<file path="config.mk">
export PLATFORM = sky130hd
export DESIGN_NAME = mc_ctrl_fsm
export DESIGN_NICKNAME = d
export VERILOG_FILES = /design/src/rtl/mc_ctrl_fsm.sv
export SDC_FILE = /design/constraint.sdc
export NUM_CORES = 1
export LEC_CHECK = 0
export CAP_MARGIN = 20
export CORE_MARGIN = 10
export CORE_UTILIZATION = 23
export DETAILED_ROUTE_END_ITERATION = 6
export PLACE_DENSITY = 0.55
export RECOVER_POWER = 100
export SETUP_SLACK_MARGIN = 0.02
export SKIP_LAST_GASP = 1
export SYNTH_ARGS = -nofsm -noshare
export SYNTH_HDL_FRONTEND = slang
export SYNTH_SLANG_ARGS = --single-unit
</file>
<file path="constraint.sdc">
create_clock -name clk -period 2.08 [get_ports clk]
set_input_delay 0.312 -clock clk [delete_from_list [all_inputs] [get_ports clk]]
set_output_delay 0.312 -clock clk [all_outputs]
set_load 0.05 [all_outputs]
</file>
<file path="src/rtl/mc_ctrl_fsm.sv">
// mc_ctrl_fsm: multicycle MIPS control unit with memory ready/wait handshake, wait timeout and retired-instruction counter.
// Optional illegal-opcode trap (TRAP -> TVEC) is built when ILLEGAL_OP_TRAP_EN is defined; otherwise undefined opcodes are NOPs.
module mc_ctrl_fsm #(
    parameter int WAIT_MAX = 15,
    parameter int PERF_W   = 32
) (
    input  logic              clk,
    input  logic              rst_n,
    input  logic [5:0]        opcode,
    input  logic              mem_ready,
    output logic              mem_req,
    output logic              mem_we,
    output logic              iord,
    output logic              ir_write,
    output logic              pc_write,
    output logic              pc_write_cond,
    output logic              branch_ne,
    output logic [1:0]        pc_source,
    output logic              alu_src_a,
    output logic [1:0]        alu_src_b,
    output logic              ext_zero,
    output logic [2:0]        alu_op,
    output logic              aluout_we,
    output logic              reg_write,
    output logic [1:0]        reg_dst,
    output logic [1:0]        mem_to_reg,
    output logic              illegal_op,
    output logic              epc_write,
    output logic              mem_err,
    output logic [PERF_W-1:0] instret
);
    localparam int            CW    = (WAIT_MAX < 1) ? 1 : $clog2(WAIT_MAX + 1);
    localparam logic [CW-1:0] W_MAX = CW'(WAIT_MAX);

    localparam logic [5:0] OP_R    = 6'h00;
    localparam logic [5:0] OP_LW   = 6'h23;
    localparam logic [5:0] OP_SW   = 6'h2B;
    localparam logic [5:0] OP_BEQ  = 6'h04;
    localparam logic [5:0] OP_BNE  = 6'h05;
    localparam logic [5:0] OP_J    = 6'h02;
    localparam logic [5:0] OP_JAL  = 6'h03;
    localparam logic [5:0] OP_ADDI = 6'h08;
    localparam logic [5:0] OP_ANDI = 6'h0C;
    localparam logic [5:0] OP_ORI  = 6'h0D;
    localparam logic [5:0] OP_SLTI = 6'h0A;

    typedef enum logic [4:0] {
        S_IDLE, S_FETCH, S_DECODE, S_MADR, S_MRD, S_MWB, S_MWR, S_EXR, S_RWB,
        S_EXI, S_IWB, S_BR, S_JMP, S_JAL, S_TRAP, S_TVEC, S_HALT
    } state_t;

    state_t              r_state;
    state_t              w_next;
    logic [CW-1:0]       r_wait_cnt;
    logic                r_mem_err;
    logic                r_br_ne;
    logic [PERF_W-1:0]   r_instret;
    logic                w_retire;
    logic                w_waiting;
    logic                w_timeout;

    assign w_waiting = (r_state == S_FETCH) || (r_state == S_MRD) || (r_state == S_MWR);
    assign w_timeout = w_waiting && (WAIT_MAX != 0) && (r_wait_cnt == W_MAX) && !mem_ready;
    assign mem_err   = r_mem_err;
    assign instret   = r_instret;

    // State register
    always_ff @(posedge clk or negedge rst_n) begin
        if (!rst_n) r_state <= S_IDLE;
        else        r_state <= w_next;
    end

    // Wait counter: cleared on any state change, counts stalled cycles inside a wait state
    always_ff @(posedge clk or negedge rst_n) begin
        if (!rst_n)                      r_wait_cnt <= '0;
        else if (w_next != r_state)      r_wait_cnt <= '0;
        else if (w_waiting && !mem_ready) r_wait_cnt <= r_wait_cnt + 1'b1;
    end

    // Sticky memory-timeout flag
    always_ff @(posedge clk or negedge rst_n) begin
        if (!rst_n)         r_mem_err <= 1'b0;
        else if (w_timeout) r_mem_err <= 1'b1;
    end

    // Branch polarity captured in DECODE so BR does not need to look at the IR
    always_ff @(posedge clk or negedge rst_n) begin
        if (!rst_n)                   r_br_ne <= 1'b0;
        else if (r_state == S_DECODE) r_br_ne <= opcode[0];
    end

    // Retired-instruction counter, wraps naturally
    always_ff @(posedge clk or negedge rst_n) begin
        if (!rst_n)        r_instret <= '0;
        else if (w_retire) r_instret <= r_instret + 1'b1;
    end

    // Next-state selection and Moore decode; only fetch strobes look at mem_ready
    always_comb begin
        w_next        = r_state;
        w_retire      = 1'b0;
        mem_req       = 1'b0;
        mem_we        = 1'b0;
        iord          = 1'b0;
        ir_write      = 1'b0;
        pc_write      = 1'b0;
        pc_write_cond = 1'b0;
        branch_ne     = 1'b0;
        pc_source     = 2'b00;
        alu_src_a     = 1'b0;
        alu_src_b     = 2'b00;
        ext_zero      = 1'b0;
        alu_op        = 3'b000;
        aluout_we     = 1'b0;
        reg_write     = 1'b0;
        reg_dst       = 2'b00;
        mem_to_reg    = 2'b00;
        illegal_op    = 1'b0;
        epc_write     = 1'b0;
        case (r_state)
            S_IDLE: w_next = S_FETCH;
            S_FETCH: begin
                mem_req   = 1'b1;
                alu_src_b = 2'b01;
                ir_write  = mem_ready;
                pc_write  = mem_ready;
                w_next    = mem_ready ? S_DECODE : (w_timeout ? S_HALT : S_FETCH);
            end
            S_DECODE: begin
                alu_src_b = 2'b11;
                aluout_we = 1'b1;
                case (opcode)
                    OP_R:                             w_next = S_EXR;
                    OP_LW, OP_SW:                     w_next = S_MADR;
                    OP_BEQ, OP_BNE:                   w_next = S_BR;
                    OP_J:                             w_next = S_JMP;
                    OP_JAL:                           w_next = S_JAL;
                    OP_ADDI, OP_ANDI, OP_ORI, OP_SLTI: w_next = S_EXI;
`ifdef ILLEGAL_OP_TRAP_EN
                    default:                          w_next = S_TRAP;
`else
                    default:                          w_next = S_FETCH;
`endif
                endcase
            end
            S_MADR: begin
                alu_src_a = 1'b1;
                alu_src_b = 2'b10;
                aluout_we = 1'b1;
                w_next    = (opcode == OP_SW) ? S_MWR : S_MRD;
            end
            S_MRD: begin
                mem_req = 1'b1;
                iord    = 1'b1;
                w_next  = mem_ready ? S_MWB : (w_timeout ? S_HALT : S_MRD);
            end
            S_MWB: begin
                reg_write  = 1'b1;
                mem_to_reg = 2'b01;
                w_next     = S_FETCH;
                w_retire   = 1'b1;
            end
            S_MWR: begin
                mem_req  = 1'b1;
                mem_we   = 1'b1;
                iord     = 1'b1;
                w_next   = mem_ready ? S_FETCH : (w_timeout ? S_HALT : S_MWR);
                w_retire = mem_ready;
            end
            S_EXR: begin
                alu_src_a = 1'b1;
                alu_op    = 3'b010;
                aluout_we = 1'b1;
                w_next    = S_RWB;
            end
            S_RWB: begin
                reg_write = 1'b1;
                reg_dst   = 2'b01;
                w_next    = S_FETCH;
                w_retire  = 1'b1;
            end
            S_EXI: begin
                alu_src_a = 1'b1;
                alu_src_b = 2'b10;
                aluout_we = 1'b1;
                alu_op    = (opcode == OP_ANDI) ? 3'b011 :
                            (opcode == OP_ORI)  ? 3'b100 :
                            (opcode == OP_SLTI) ? 3'b101 : 3'b000;
                ext_zero  = (opcode == OP_ANDI) || (opcode == OP_ORI);
                w_next    = S_IWB;
            end
            S_IWB: begin
                reg_write = 1'b1;
                w_next    = S_FETCH;
                w_retire  = 1'b1;
            end
            S_BR: begin
                alu_src_a     = 1'b1;
                alu_op        = 3'b001;
                pc_write_cond = 1'b1;
                pc_source     = 2'b01;
                branch_ne     = r_br_ne;
                w_next        = S_FETCH;
                w_retire      = 1'b1;
            end
            S_JMP: begin
                pc_write  = 1'b1;
                pc_source = 2'b10;
                w_next    = S_FETCH;
                w_retire  = 1'b1;
            end
            S_JAL: begin
                reg_write  = 1'b1;
                reg_dst    = 2'b10;
                mem_to_reg = 2'b10;
                pc_write   = 1'b1;
                pc_source  = 2'b10;
                w_next     = S_FETCH;
                w_retire   = 1'b1;
            end
`ifdef ILLEGAL_OP_TRAP_EN
            S_TRAP: begin
                illegal_op = 1'b1;
                epc_write  = 1'b1;
                w_next     = S_TVEC;
            end
            S_TVEC: begin
                pc_write  = 1'b1;
                pc_source = 2'b11;
                w_next    = S_FETCH;
            end
`endif
            S_HALT: w_next = S_HALT;
            default: w_next = S_IDLE;
        endcase
    end
endmodule

</file>
==> metrics.md, run 1 <==
| Metric | Value |
|---|---|
| Max Root-Sink Buffers | `2` |
| Die width | `approximately 130 µm` |
| Max-slew violation count | `0` |
| CP most frequent cell | `buf_12` |
| Worst Path Required | `1.77 ns` |
| Area delta synth->final | `58.4%` |
| # IOs | `66` |
| Fmax | `452 MHz` |
| Yosys top cell by area | `dfrtp_1` |
| Kind of cell adding the most delay to the critical path | `simple AND/OR/NAND/NOR gates` |
| WL per Instance | `14.9 µm` |
| Clk slew on worst S/H paths | `about 0.08 ns` |
| Number of vias per cell | `4.66` |
| Worst hold slack | `0.479 ns` |
| Final WS setup | `-0.135 ns` |
| Worst Path Buf+Inv | `2` |
| Switching power total | `1770 µW` |
| Ant diodes | `0` |
| Clock latency at the later pin of the worst-skew pair | `~0.30 ns` |
| # setup viols final | `6` |
| CTS Buf Count | `5` |
| Crit path cell chain | `buf_12 -> nor3b_4 -> nand4b_1 -> or3_4 -> o21ai_4 -> buf_12` |
| First-pass detailed-route iteration total | `4` |
| Gpl congestion | `0.835` |
| Synth area leaders | `dfrtp_1, xnor2_1, xor2_1` |
| Relative slew slack | `about a quarter` |
| PwrDens | `986 mW/mm²` |
| Total clock sinks | `43` |
| Critical Path Start Type | `flop` |
| Initial Utilization | `between 20% and 30%` |
| Seq/Total Area, Yosys | `around two fifths` |
| M1 WL | `3340 µm` |
| Crit path time final | `between 2 and 2.5 ns` |
| Yosys reg bits | `43` |
| HP Class | `reg2reg` |
| Met2 WL | `3640 µm` |
| Worst setup EP type | `primary output` |
| DR DRC count | `0` |
| Comb pwr share | `60.1%` |
| Die footprint | `about 0.016 mm²` |
| Seq pwr share | `26.5%` |
| VDD IR-drop max | `0.640 mV` |
| Worst slew pin tran | `about 1.1 ns` |
| Place WS | `0.00280 ns` |
| Cell count after synthesis | `about 270` |
| Net Sw Frac | `44.1%` |
| Core ar. | `0.0109 mm²` |
| RSZ-0062 raised after global routing | `yes` |
| Crit path max fanout | `4` |
| Number of port buffers | `63` |
| Final period utilization | `106%` |
| Layout cells sized above 1 | `30.3%` |
| Yosys warnings | `0` |
| Largest net degree at the start of global routing | `21` |
| CTS tree | `built` |
| Arrival @ worst endpoint | `1.90 ns` |
| Dpl hpwl | `roughly 5700 µm` |
| Mean Syn Cell Area | `9.40 µm²` |
| Endpoints failing hold | `0` |
| Post-synth EDFFs | `0` |
| Core Rows | `38` |
| Initial DRC Count | `approximately 110` |
| Final Routed Wirelength | `7670 µm` |
| Yosys cell types | `53` |
| Layout Skew | `approximately 0.0085 ns` |
| Top sig layer | `met4` |
| Number of global-route vias before repair | `2476` |
| GR Overflow Total | `0` |
| WS Path Type | `reg2out` |
| Synth top area share | `41.8%` |
| GRT Overall Usage | `9.41%` |
| Fraction of registers with async set/reset | `100%` |
| Initial antenna violation count | `0` |
| Wire length of the first global-routing pass | `between 10000 and 15000 µm` |
| Clock root cell | `clkbuf_8` |
| Via count | `2389` |
| P_leak | `0.00168 µW` |
| Cell internal pwr | `2250 µW` |
| Status | `finished with violations` |
| CTS H-tree depth | `2` |
| Failing checks | `negative setup slack` |
| Clk pwr share | `between 10% and 20%` |
| Main synth FF type | `dfrtp_1` |
| Setup slack, reg-to-reg | `0.02 ns` |
| CP max stage cell | `dfrtp_1` |
| Nets | `383` |
| CP max stage delay | `0.42 ns` |
| Max-capacitance violation count | `0` |
| Met3 Wirelength | `620 µm` |
| Detail Route Antenna Nets | `0` |
| Die height | `126 µm` |
| Syn Std Cell Area | `0.00257 mm²` |
## worst paths after layout
path / depth (start not counted) / from / endpoint
max: 6 / r_state[2]$_DFF_PN0_ / alu_op[1]
min: 1 / mem_err$_DFFE_PN0P_ / mem_err$_DFFE_PN0P_
max reg2reg: 7 / r_state[2]$_DFF_PN0_ / instret[27]$_DFFE_PN0P_
min reg2reg: 1 / mem_err$_DFFE_PN0P_ / mem_err$_DFFE_PN0P_
max in group asynchronous: 3 / rst_n / r_state[2]$_DFF_PN0_
min in group asynchronous: 2 / rst_n / instret[11]$_DFFE_PN0P_
## per-stage QoR
step	cell area (µm²)	setup TNS [ns]	utilization (%)	std cells	total power, µW
after global routing	4080	-2.72	37.5	513	4260
after floorplan	2670	-0.534	-	275	2380
after detailed placement	3880	0	35.7	497	3370
after CTS	4070	-0.496	37.3	511	4040
final	4080	-0.349	37.5	513	4020
after global placement	3880	0	35.7	497	3360
## per-layer routing
| layer | vias to the layer above | global-route usage [%] |
|---|---|---|
| met5 | - | 0 |
| met4 | 0 | 2.41 |
| met3 | 5 | 3.52 |
| met2 | 65 | 15.2 |
| met1 | 1144 | 11.6 |
| li1 | 1175 | - |
## cell type report
| class | count | area, µm² |
|---|---|---|
| Fill cell | 1087 | 6810 |
| Multi-Input combinational cell | 211 | 1580 |
| Timing Repair Buffer | 105 | 1130 |
| Sequential cell | 43 | 1080 |
| Tap cell | 140 | 175 |
| Clock buffer | 6 | 72.6 |
| Inverter | 6 | 22.5 |
| Clock inverter | 2 | 12.5 |
## synthesized netlist by cell type, types with 2 or more instances
| library cell | instances |
|---|---|
| dfrtp_1 | 43 |
| nor2_1 | 24 |
| xnor2_1 | 22 |
| nand2_1 | 17 |
| xor2_1 | 13 |
| nand3_1 | 12 |
| nand4_1 | 10 |
| nor4_1 | 10 |
| clkbuf_1 | 9 |
| nand2b_1 | 9 |
| nor3_1 | 8 |
| and2_1 | 6 |
| and3_1 | 6 |
| a21oi_1 | 5 |
| inv_1 | 5 |
| nand3b_1 | 5 |
| nor2b_1 | 5 |
| o21ai_0 | 5 |
| or3_1 | 5 |
| a31oi_1 | 4 |
| buf_4 | 4 |
| nor3b_1 | 4 |
| or2_2 | 4 |
| a21boi_0 | 2 |
| a41oi_1 | 2 |
| and4b_1 | 2 |
| buf_2 | 2 |
| ha_1 | 2 |
| mux2_2 | 2 |
| nand4b_1 | 2 |
| o311ai_0 | 2 |
| o41ai_1 | 2 |
## power by group through the flow
stage	logic, µW	clock network, µW	registers (µW)
CTS	2420	556	1060
detailed placement	2290	0	1080
global placement	2280	0	1080
floorplan	1130	0	1250
global route	2580	598	1080
finish	2420	540	1060
## repair_timing
item	in CTS	in global routing
resized for setup	4	22
endpoints found under the setup margin	6	42
pin swaps	2	6
cloned	1	0
hold endpoints to repair	18	0
setup buffers	4	2
hold buffers	1	0
## cell usage in the layout, fill, tap and decap left out, types with 3 or more instances in the layout
master | Yosys | layout
a31oi_1 | 4 | 4
dlygate4sd3_1 | 0 | 32
and3_1 | 6 | 6
nor2b_1 | 5 | 3
a21oi_1 | 5 | 4
dfrtp_1 | 43 | 42
and2_4 | 1 | 3
clkbuf_2 | 0 | 4
xnor2_1 | 22 | 22
and2_1 | 6 | 3
nor3_4 | 0 | 3
nand2b_1 | 9 | 7
nand4_1 | 10 | 10
nand3_1 | 12 | 12
nor4_1 | 10 | 4
inv_1 | 5 | 5
nand2_1 | 17 | 16
buf_12 | 0 | 17
nor4_2 | 0 | 6
buf_4 | 4 | 32
xor2_1 | 13 | 13
nor2_1 | 24 | 21
or3_1 | 5 | 4
clkbuf_8 | 0 | 5
or2_2 | 4 | 4
clkdlybuf4s50_1 | 0 | 9
o21ai_0 | 5 | 4
nand3b_1 | 5 | 5
nor3_1 | 8 | 3
buf_6 | 0 | 6
## state kept, by name, indices dropped and copies added (netlist names)
register    cells
instret        32
r_state         5
r_wait_cnt      4
mem_err         1
r_br_ne         1
## logic make-up after synthesis
logic type	Yosys count	share of synthesized area [%]
multiplexers	3	1.26
adder cells (fa/ha/maj)	2	0.972
flip-flops	43	41.8
XOR/XNOR	35	11.9
AO/OA/AOI/OAI	34	10.5
buffers and inverters	21	3.74
other	1	0.146
AND/OR/NAND/NOR	135	29.7
No activity file was read; power rests on OpenSTA's default activity.
==> run 2, diff against run 1 <==
==> constraint.sdc (replaced) <==
create_clock -name clk -period 2.4 [get_ports clk]
set_input_delay 0.36 -clock clk [delete_from_list [all_inputs] [get_ports clk]]
set_output_delay 0.36 -clock clk [all_outputs]
set_load 0.05 [all_outputs]
==> run 2 against run 1 <==
  * The flow now finishes without violations
  * Combinational power down 32%
  * Power down 25%
  * Worst hold slack worse by 0.22 ns
  * Largest power group unchanged
==> metrics.md, run 2 (synthesized netlist as in run 1, its figures left out) <==
| Metric | Value |
|---|---|
| Crit path cell chain | `nand2b_1 -> nor3b_2 -> nand4b_1 -> or3_1 -> o21ai_2 -> buf_12 (was buf_12 -> nor3b_4 -> nand4b_1 -> or3_4 -> o21ai_4 -> buf_12)` |
| Clock latency at the later pin of the worst-skew pair | `0.28 ns (was 0.30 ns)` |
| WL per Instance | `14.5 µm (was 14.9 µm)` |
| GRT Overall Usage | `8.82% (was 9.41%)` |
| Worst hold slack | `0.260 ns (was 0.479 ns)` |
| Crit path max fanout | `7 (was 4)` |
| Total clock sinks | `43 (unchanged)` |
| Core ar. | `0.0109 mm² (unchanged)` |
| Met1 Track Usage GR | `11.3% (was 11.6%)` |
| Wire length of the first global-routing pass | `11900 µm (was 12600 µm)` |
| Max-slew violation count | `0 (unchanged)` |
| PwrDens | `832 mW/mm² (was 986 mW/mm²)` |
| Cts hold-fix bufs | `0 (was 1)` |
| # IOs | `66 (unchanged)` |
| Number of vias per cell | `4.64 (was 4.66)` |
| Met2 Use GR | `13.7% (was 15.2%)` |
| WS Path Type | `reg2out (unchanged)` |
| Crit path time final | `2.28 ns` |
| Largest register FFs | `32 (unchanged)` |
| Die height | `126 µm (unchanged)` |
| Area delta synth->final | `40.6% (was 58.4%)` |
| Worst Path Required | `2.04 ns (was 1.77 ns)` |
| Nets | `359 (was 383)` |
| GRT Max-Usage Layer | `met2 (unchanged)` |
| Relative slew slack | `28.7% (was 26.5%)` |
| Place WS | `0.144 ns (was 0.00280 ns)` |
| Max Root-Sink Buffers | `2 (unchanged)` |
| Worst Path Buf+Inv | `1 (was 2)` |
| Commonest non-fill, non-tap cells in the layout | `dfrtp_1, dlygate4sd3_1, nor2_1 (was dfrtp_1, dlygate4sd3_1, buf_4)` |
| Die width | `126 µm (unchanged)` |
| Layout cells sized above 1 | `17.2% (was 30.3%)` |
| Dpl hpwl | `5540 µm (was 5740 µm)` |
| Largest net degree at the start of global routing | `44 (was 21)` |
| Final Non-Filler Cells | `489 (was 513)` |
| # setup viols final | `0 (was 6)` |
| HP Class | `in2async (was reg2reg)` |
| Placed cell count | `480 (was 497)` |
| Clock root cell | `clkbuf_8 (unchanged)` |
| Worst slew pin tran | `1.07 ns (was 1.10 ns)` |
| Final WS setup | `0.119 ns (was -0.135 ns)` |
| Detail Route Antenna Nets | `0 (unchanged)` |
| Status | `finished, final reports clean (was finished with violations)` |
| CTS tree | `built (unchanged)` |
| Fmax | `438 MHz` |
| Final Routed Wirelength | `7100 µm (was 7670 µm)` |
| Critical Path Start Type | `flop (unchanged)` |
| Max-capacitance violation count | `0 (unchanged)` |
| Placed cell area | `0.00367 mm² (was 0.00388 mm²)` |
| CP max stage cell | `dfrtp_1 (unchanged)` |
| Number of global-route vias before repair | `2314 (was 2476)` |
| Total Neg Setup Slack | `0 ns (was -0.349 ns)` |
| Initial Utilization | `23.6% (unchanged)` |
| Commonest non-fill, non-tap cell in the layout | `dfrtp_1 (unchanged)` |
| Number of port buffers | `63 (unchanged)` |
| Via count | `2270 (was 2389)` |
| Gpl congestion | `0.769 (was 0.835)` |
| Initial DRC Count | `99 (was 114)` |
| CP max stage delay | `0.45 ns (was 0.42 ns)` |
| Initial antenna violation count | `0 (unchanged)` |
| Grt met3 use | `3.65% (was 3.52%)` |
| First-pass detailed-route iteration total | `4 (unchanged)` |
| Endpoints failing hold | `0 (unchanged)` |
| CTS Buf Count | `5 (unchanged)` |
| CTS H-tree depth | `2 (unchanged)` |
| Clk slew on worst S/H paths | `0.08 ns (about the same)` |
| Core Rows | `38 (unchanged)` |
| Final Cell Area | `0.00362 mm² (was 0.00408 mm²)` |
| Layout Skew | `0.00479 ns (was 0.00845 ns)` |
| RSZ-0062 raised after global routing | `no (was yes)` |
| Final period utilization | `95.0%` |
| GR Overflow Total | `0 (unchanged)` |
| Die footprint | `0.0158 mm² (unchanged)` |
| DR DRC count | `0 (unchanged)` |
| Kind of cell adding the most delay to the critical path | `simple AND/OR/NAND/NOR gates (unchanged)` |
| Arrival @ worst endpoint | `1.92 ns (was 1.90 ns)` |
| Ant diodes | `0 (unchanged)` |
| VDD IR-drop max | `0.501 mV (was 0.640 mV)` |
| Worst setup EP type | `primary output (unchanged)` |
| P_leak | `0.00157 µW (was 0.00168 µW)` |
## run 2: path summary, 6_finish.rpt
path / startpoint / cells past startpoint / slack [ns] / end
setup / recovery: r_state[4]$_DFF_PN0_ / 6 / 0.12 / alu_op[1]
hold / removal: rst_n / 1 / 0.26 / instret[14]$_DFFE_PN0P_
setup reg to reg: r_state[2]$_DFF_PN0_ / 7 / 0.20 / instret[12]$_DFFE_PN0P_
hold reg to reg: instret[31]$_DFFE_PN0P_ / 1 / 0.46 / instret[31]$_DFFE_PN0P_
max in group asynchronous: rst_n / 1 / 1.41 / r_state[0]$_DFF_PN0_
min in group clk: instret[31]$_DFFE_PN0P_ / 1 / 0.46 / instret[31]$_DFFE_PN0P_
## run 2: metrics by stage
stage	total power, µW	utilization, %
floorplan	2020	-
global placement	2790	33.7
detailed placement	2800	33.7
CTS	3250	34.5
global route	3210	33.3
finish	3010	33.3
## run 2: repair_timing
item / in CTS / in global routing
pin swaps: 0 / 1
resized for setup: 2 / 1
endpoints found under the hold margin: 0 / 0
setup endpoints to repair: 1 / 2
setup buffers: 0 / 1
## run 2: worst register-to-register path: stages (launching register included)
cell,delay (ns)
dfrtp_1,0.38
buf_4,0.19
nand3b_1,0.14
a21boi_0,0.74
a21boi_2,0.09
clkbuf_2,0.22
and3_1,0.20
xor2_1,0.13
## run 2: per-layer routing
| metal | part of all wire [%] | up-vias |
|---|---|---|
| met5 | 0 | - |
| met4 | 0.45 | 0 |
| li1 | - | 1127 |
| met2 | 45 | 67 |
| met1 | 47 | 1072 |
| met3 | 7.9 | 4 |
## run 2: report_power, final
group          leakage, µW  internal (µW)  switching (µW)
clock            0.0000422            204             223
combinational     0.000978            612            1020
sequential        0.000548            818             130
total              0.00157           1630            1380
## run 2: cell type report
| type | count | area (µm²) |
|---|---|---|
| well taps | 140 | 175 |
| multi-input cells | 211 | 1420 |
| repair buffers | 81 | 841 |
| fillers | 1116 | 7270 |
| inverters | 6 | 22.5 |
| clock buffers | 7 | 76.3 |
| clock inverters | 1 | 5.00 |
| flip-flops and latches | 43 | 1080 |
